[config.mk]
export PLATFORM = sky130hd
export DESIGN_NAME = lake_in_fifo
export DESIGN_NICKNAME = d
export VERILOG_FILES = /design/src/rtl/lake_fifo_pkg.sv /design/src/rtl/lake_fifo_mem.sv /design/src/rtl/lake_in_fifo.sv
export SDC_FILE = /design/constraint.sdc
export NUM_CORES = 1
export LEC_CHECK = 0
export ABC_CLOCK_PERIOD_IN_PS = 2600
export CAP_MARGIN = 30
export CORE_MARGIN = 1.5
export CORE_UTILIZATION = 58
export CTS_CLUSTER_DIAMETER = 100
export CTS_CLUSTER_SIZE = 25
export DETAILED_ROUTE_END_ITERATION = 10
export PLACE_DENSITY = 0.82
export SETUP_SLACK_MARGIN = 0.05
export SLEW_MARGIN = 20
export SYNTH_ARGS = -nofsm -noshare
export SYNTH_HDL_FRONTEND = slang
export SYNTH_SLANG_ARGS = --single-unit
[constraint.sdc]
create_clock -name clk -period 2.6 [get_ports clk]
set_input_delay 0.26 -clock clk [delete_from_list [all_inputs] [get_ports clk]]
set_output_delay 0.26 -clock clk [all_outputs]
set_load 0.01 [all_outputs]
[src/rtl/lake_fifo_pkg.sv]
// Shared definitions for the LakeTop input buffer.
// Address-width helper, pointer type and reset data value.
package lake_fifo_pkg;

   function automatic int lake_addr_w(input int depth);
      return $clog2(depth);
   endfunction

   localparam int LAKE_DEPTH_DFLT = 4;
   localparam int LAKE_AW_DFLT = lake_addr_w(LAKE_DEPTH_DFLT);

   // Pointer layout: {wrap, addr}; the wrap bit tells full from empty.
   typedef logic [LAKE_AW_DFLT:0] lake_ptr_t;

   localparam int LAKE_RST_DATA = 0;

endpackage

[src/rtl/lake_fifo_mem.sv]
// Storage array for the LakeTop input buffer.
// One write port and one asynchronous read port; the array has no reset.
module lake_fifo_mem
   import lake_fifo_pkg::*;
#(
   parameter int DATA_WIDTH = 2,
   parameter int DEPTH = 4,
   parameter int AW = lake_addr_w(DEPTH)
) (
   input  logic                  clk,
   input  logic                  we,
   input  logic [AW-1:0]         waddr,
   input  logic [DATA_WIDTH-1:0] wdata,
   input  logic [AW-1:0]         raddr,
   output logic [DATA_WIDTH-1:0] rdata
);

   logic [DATA_WIDTH-1:0] mem [DEPTH];

   // Capture the incoming word at the write address.
   always_ff @(posedge clk) begin
      if (we) begin
         mem[waddr] <= wdata;
      end
   end

   assign rdata = mem[raddr];

endmodule

[src/rtl/lake_in_fifo.sv]
// First-word-fall-through ready/valid buffer feeding the LakeTop lanes.
// Define LAKE_IN_FIFO_COUNT_EN to expose the occupancy port o_count.
module lake_in_fifo
   import lake_fifo_pkg::*;
#(
   parameter int DATA_WIDTH = 2,
   parameter int DEPTH = 4
) (
   input  logic                  clk,
   input  logic                  rst_n,
   input  logic                  flush,
   input  logic [DATA_WIDTH-1:0] i_data_in,
   input  logic                  i_valid,
   output logic                  o_ready,
   output logic [DATA_WIDTH-1:0] o_data_out,
   output logic                  o_valid,
   input  logic                  i_ready
`ifdef LAKE_IN_FIFO_COUNT_EN
   ,
   output logic [lake_addr_w(DEPTH):0] o_count
`endif
);

   localparam int AW = lake_addr_w(DEPTH);

   typedef logic [AW:0] ptr_t;

   ptr_t wr_ptr_q, wr_ptr_d;
   ptr_t rd_ptr_q, rd_ptr_d;

   logic                  empty;
   logic                  full;
   logic                  push;
   logic                  pop;
   logic                  we;
   logic [DATA_WIDTH-1:0] rdata;

   assign empty = (wr_ptr_q == rd_ptr_q);
   assign full  = (wr_ptr_q[AW-1:0] == rd_ptr_q[AW-1:0]) &&
                  (wr_ptr_q[AW] != rd_ptr_q[AW]);

   // Flags come from registered pointers only, so i_ready never reaches o_ready.
   assign o_ready = !full;
   assign o_valid = !empty;

   assign push = i_valid && o_ready;
   assign pop  = o_valid && i_ready;
   assign we   = push && !flush;

   // Advance pointers on handshakes; flush wins and discards both.
   always_comb begin
      wr_ptr_d = wr_ptr_q;
      rd_ptr_d = rd_ptr_q;
      if (flush) begin
         wr_ptr_d = '0;
         rd_ptr_d = '0;
      end else begin
         if (push) begin
            wr_ptr_d = wr_ptr_q + ptr_t'(1);
         end
         if (pop) begin
            rd_ptr_d = rd_ptr_q + ptr_t'(1);
         end
      end
   end

   // Pointer state; reset empties the buffer immediately.
   always_ff @(posedge clk or negedge rst_n) begin
      if (!rst_n) begin
         wr_ptr_q <= '0;
         rd_ptr_q <= '0;
      end else begin
         wr_ptr_q <= wr_ptr_d;
         rd_ptr_q <= rd_ptr_d;
      end
   end

   lake_fifo_mem #(
      .DATA_WIDTH (DATA_WIDTH),
      .DEPTH      (DEPTH),
      .AW         (AW)
   ) u_mem (
      .clk   (clk),
      .we    (we),
      .waddr (wr_ptr_q[AW-1:0]),
      .wdata (i_data_in),
      .raddr (rd_ptr_q[AW-1:0]),
      .rdata (rdata)
   );

   // Hold a known value on the bus when nothing is stored.
   assign o_data_out = empty ? DATA_WIDTH'(LAKE_RST_DATA) : rdata;

`ifdef LAKE_IN_FIFO_COUNT_EN
   assign o_count = wr_ptr_q - rd_ptr_q;
`endif

endmodule

==> impl_metrics.json, run 1 <==
{
  "slowest_delay_ns": 0.58,
  "drtPass1Iterations": 4,
  "yosys.cell_count.top_type": "edfxtp_1",
  "drt_iter0_drc": 22,
  "synth-edff-count": 8,
  "coreArea_mm2": 0.001506,
  "wl_per_cell_um": 16.83,
  "grtUsageTotal_pct": 23.24,
  "async_flop_share_pct": 42.86,
  "synth_area_leaders": "edfxtp_1 (26%), dfrtp_1 (16%), ha_1 (6.8%), mux4_2 (4.9%), xnor2_2 (3.5%)",
  "clock-sinks": 14,
  "io_pins": 11,
  "num_rows": 14,
  "synth_seq_area_share_pct": 42.16,
  "avgSynthCellArea_um2": 11.16,
  "path_buf_inv": 1,
  "wl_met2_um": 870,
  "dr_wl_met3_um": 87,
  "worst-path-max-fanout": 9,
  "netlist_instances": 83,
  "synth_cell_types": 31,
  "ant_nets": 0,
  "grt_max_degree": 12,
  "p_leak_nw": 0.4094,
  "finalPower_mw": 0.9872,
  "arrival_ns": 2.04,
  "syn_nets": 95,
  "grt_overflow": 0,
  "worstSetupPathType": "register to output port",
  "yosysTopAreaCell": "edfxtp_1",
  "ir_drop_uv": 659.5,
  "final_hold_viol_count": 0,
  "hold_buffers": 0,
  "grt_pass1_wl_mm": 3.063,
  "routed.top_layer": "met4",
  "cts_tree": "yes",
  "finalSetupTns_ns": 0,
  "cts_resized": 0,
  "cts_setup_buffers": 0,
  "grt_pass1_vias": 668,
  "fmax_mhz": 434.4,
  "cts_buffers": 3,
  "vias": 743,
  "cts_max_level": 1,
  "worst_path_max_delay_cell": "dfrtp_1",
  "die_h_um": 42.96,
  "dieArea_mm2": 0.001845,
  "ys_warn_count": 0,
  "clock_latency_ns": 0.28,
  "avgViaCountPerCell": 6.755,
  "ctsRootBufferMaster": "clkbuf_4",
  "fill_cells": 115,
  "finClkSkew_ns": 0.002679,
  "totalWireLength_mm": 1.851,
  "final_max_slew_viol_count": 0,
  "place_hpwl_mm": 1.391,
  "rsz0062_at_grt": "no",
  "yosys-top-cells-count": "edfxtp_1 (8), dfrtp_1 (6)",
  "gp_congestion": 0.8688,
  "period_minus_slack_ns": 2.302,
  "drv_cap": 0,
  "synth_area_um2": 925.9,
  "internal-power_mw": 0.5783,
  "powerDensity_mw_per_mm2": 933.7,
  "layout.nets": 107,
  "p_seq_share_pct": 35.5,
  "setup.worst_path.start_class": "register",
  "area_delta_synth_final_pct": 14.19,
  "status": "complete, no violations",
  "worstMarginPinSlew_ns": 0.4176,
  "p_sw_mw": 0.4089,
  "cp_top_family": "flip-flops",
  "max_slew_margin_pct": 72.07,
  "num_antenna_cells": 0,
  "p_sw_share_pct": 41.42,
  "period_share_pct": 88.54,
  "antenna_found_initial": 0,
  "drc_errors": 0,
  "met1_length_um": 834,
  "synthFlopType": "edfxtp_1",
  "synth.top_cell.area_share_pct": 25.95,
  "port_buffers": 10,
  "die_w_um": 42.96,
  "required_ns": 2.34,
  "clk_pin_slew_worst_paths_ns": 0.08,
  "finalSetupViolCount": 0,
  "cts_buffer_depth": 2,
  "path_cells": "xor2_1, nor2_1, a21boi_1, clkdlybuf4s50_1",
  "cp-end-kind": "output port",
  "clock_power_share_pct": 12.9,
  "hp-class": "input pin to async pin",
  "combPwrFrac_pct": 51.6,
  "start_util_pct": 61.46,
  "synth-seq-cells": 14,
  "drive_gt1_share_pct": 14.89
}
## state kept, by name, indices dropped and copies added, names as in the netlist
| name | count |
|---|---|
| rd_ptr_q | 3 |
| u_mem.mem | 8 |
| wr_ptr_q | 3 |
## kinds of logic (layout without fill, tap and decap cells)
kind of cell | Yosys count | count (layout) | share of synthesized area, %
buffers and inverters | 8 | 19 | 4.458
AO/OA/AOI/OAI | 17 | 17 | 12.70
adder cells (fa/ha/maj) | 5 | 5 | 6.757
XOR/XNOR | 6 | 6 | 8.919
multiplexers | 2 | 2 | 4.865
AND/OR/NAND/NOR | 31 | 31 | 20.13
flip-flops | 14 | 14 | 42.16
## final timing paths
kind	start	end	slack, ns	depth (start not counted)
max	wr_ptr_q[1]	o_data_out[0]	0.30	4
min	rst_n	rd_ptr_q[0]	0.22	1
max reg2reg	rd_ptr_q[0]	u_mem.mem[1][0]	0.99	3
min reg2reg	rd_ptr_q[2]	rd_ptr_q[2]	0.71	2
max in group asynchronous	rst_n	wr_ptr_q[1]	2.16	1
min in group clk	i_data_in[1]	u_mem.mem[3][1]	0.62	1
## final cells by class
cell class	count	area [um^2]	share of cell area, %
inverter	3	11.26	1.065
multi-input combinational	61	494.2	46.75
sequential	14	390.4	36.92
timing repair buffer	12	115.1	10.89
clock buffer	3	22.52	2.130
tap	16	20.02	1.893
clock inverter	1	3.754	0.3550
## through the flow
step | area [um^2] | std cells | setup slack [ns] | util [%] | hold WS [ns]
2_1_floorplan | 925.9 | 83 | 1.203 | - | -0.03559
3_3_place_gp | 1031 | 106 | 0.6497 | 68.44 | 0.5399
3_5_place_dp | 1031 | 106 | 0.6231 | 68.44 | 0.5283
4_1_cts | 1057 | 110 | 0.3067 | 70.18 | 0.2212
5_1_grt | 1057 | 110 | 0.08724 | 70.18 | 0.2180
6_report | 1057 | 110 | 0.2980 | 70.18 | 0.2163
## power groups by stage
stage | combinational, mW | sequential (mW) | clock, mW
after floorplan | 0.378 | 0.313 | 0
after global placement | 0.498 | 0.349 | 0
after detailed placement | 0.507 | 0.353 | 0
after CTS | 0.509 | 0.348 | 0.129
after global routing | 0.566 | 0.358 | 0.141
final | 0.510 | 0.350 | 0.127
## layer usage
layer / track usage (%) / vias up
met5: 0 / -
met4: 14.55 / 0
met3: 4.255 / 7
met2: 33.33 / 30
met1: 32.31 / 369
li1: - / 337
## cell usage in the layout, fill, tap and decap left out, types with 3 or more instances in the layout
master,count
a21oi_1,3
and3_1,5
clkbuf_4,3
clkdlybuf4s50_1,10
dfrtp_1,6
edfxtp_1,8
ha_1,5
inv_1,3
nand2_1,5
nand3_1,5
nand4_1,5
nor2b_1,4
nor3b_1,3
o21ai_0,3
Note: power is estimated with default switching activity, not from simulation.
==> run 2, diff against run 1 <==
- TNS_END_PERCENT: default -> 30
==> results of run 2 <==
No change in the layout: final DEF, timing and power equal those of run 1.
==> patch: new RTL, settings of run 1 <==
`DATA_WIDTH` is set to 2 in 2 places; all go to 4.
--- a/src/rtl/lake_fifo_mem.sv
+++ b/src/rtl/lake_fifo_mem.sv
@@ -3,7 +3,7 @@
 module lake_fifo_mem
    import lake_fifo_pkg::*;
 #(
-   parameter int DATA_WIDTH = 2,
+   parameter int DATA_WIDTH = 4,
    parameter int DEPTH = 4,
    parameter int AW = lake_addr_w(DEPTH)
 ) (
--- a/src/rtl/lake_in_fifo.sv
+++ b/src/rtl/lake_in_fifo.sv
@@ -3,7 +3,7 @@
 module lake_in_fifo
    import lake_fifo_pkg::*;
 #(
-   parameter int DATA_WIDTH = 2,
+   parameter int DATA_WIDTH = 4,
    parameter int DEPTH = 4
 ) (
    input  logic                  clk,
Ports: changed (resized i_data_in and o_data_out); port bits go from 11 to 15. The function was not compared with the original's and may differ.
==> patch against run 1 <==
Non-clock buffer count increased by 5. Sequential cell count increased by 8. Area after synthesis increased by 30%. Setup slack got worse by 0.18 ns. Critical path type unchanged. Clock power increased by 100%. Wire length increased by 37%. Power increased by 45%. Highest routed layer unchanged. Design area increased by 36%.
==> patch: results (changes against run 1) <==
- Status: finished clean (unchanged)
- Worst EP arrival: 2.22 ns (was 2.04 ns)
- Nets: 124 (was 107)
- Post-synthesis xor/xnor area fraction: 5.94% (was 8.92%)
- Post-Syn Nets: 106 (was 95)
- Clock Power Share: 18.2% (was 12.9%)
- Sequential cell area share: 44.1% (was 36.9%)
- VDD IR max: 558 uV (was 659 uV)
- Worst R2R Start: rd_ptr_q[1]$_DFFE_PN0P_ (was rd_ptr_q[0]$_DFFE_PN0P_)
- Flop-to-flop setup slack: 0.60 ns (was 0.99 ns)
- Non-CTS buffers: 17 (was 12)
- M1 GR Usage: 29.4% (was 32.3%)
- Met3 Use GR: 3.70% (was 4.26%)
- Global routing usage on met2: 42.4% (was 33.3%)
- Post-synthesis adder-cell area fraction: 5.21% (was 6.76%)
- Post-place setup slack: 0.455 ns (was 0.623 ns)
- CP endpoint: o_data_out[3] (was o_data_out[0])
- Postcts setup bufs: 0 (unchanged)
- Wire per inst: 18.6 um (was 16.8 um)
- All-layer global routing usage: 23.5% (was 23.2%)
- WL final: 2.54 mm (was 1.85 mm)
- FFs w/ async S/R, synth: 27.3% (was 42.9%)
- Initial DRC count: 29 (was 22)
- FILL cells: 155 (was 115)
- Post-layout minimum cycle time: 2.48 ns (was 2.30 ns)
- Mux contribution to synthesized area: 8.76% (was 4.86%)
- Clock Pin Slew Worst Setup and Hold Paths: 0.13 ns (was 0.08 ns)
- Total power: 1.43 mW (was 0.987 mW)
- FF-to-FF path depth: 4 (was 3)
- I/O Buffers: 14 (was 10)
- Top flop regs: u_mem.mem (16), rd_ptr_q (3), wr_ptr_q (3) (was u_mem.mem (8), rd_ptr_q (3), wr_ptr_q (3))
- Via density: 6.34 (was 6.75)
- Clk tree area frac: 3.66% (was 2.49%)
- Worst-margin pin slew: 0.566 ns (was 0.418 ns)
- Leak: 0.529 nW (was 0.409 nW)
- Post-synth EDFFs: 16 (was 8)
- Int Pwr: 0.909 mW (was 0.578 mW)
- Synth top area share: 40.0% (was 25.9%)
- Signal buf overhead: 11.3% (was 10.9%)
- Synth Area per Inst: 13.0 um2 (was 11.2 um2)
- Number of global-route vias before repair: 891 (was 668)
- Inverter count: 5 (was 3)
- Register area share after synthesis: 52.6% (was 42.2%)
- FF+latch count: 22 (was 14)
- Multi-input gate area: 534 um2 (was 494 um2)
- Detailed Place HPWL: 1.79 mm (was 1.39 mm)
- Comb pwr share: 45.3% (was 51.6%)
- First-pass GRT wire length: 4.13 mm (was 3.06 mm)
- Routability cong.: 0.899 (was 0.869)
- Later-pin clock latency in the skew report: 0.30 ns (was 0.28 ns)
- Largest net degree at the start of global routing: 14 (was 12)
## patch: cell types whose count changed after synthesis, moves of 3 or more
cell	change
and2_1	+3
and3_1	-4
nor2b_1	+3
mux4_1	+4
edfxtp_1	+8
## patch: stage by stage
step	hold WS, ns	area [um2]
floorplan	-0.0356	1200
detailed placement	0.525	1370
global route	0.209	1430
global placement	0.532	1370
CTS	0.190	1430
finish	0.188	1430
## patch: kinds of logic after synthesis
family / count (synthesis)
mux: 4
xor+xnor: 6
buf+inv: 9
simple gates: 31
fa+ha+maj: 5
compound gates: 15
flops: 22
## patch: worst max-delay path, delay by kind of cell (launching register included)
kind,cells,cell delay (ns)
XOR/XNOR,1,0.39
flip-flops,1,0.58
AND/OR/NAND/NOR,2,0.23
buffers and inverters,2,0.73
## patch: routing by layer
layer / vias up / part of all wire [%]
met3: 2 / 5.0
met4: 0 / 0.55
met5: - / 0
met2: 26 / 54
li1: 389 / -
met1: 445 / 40
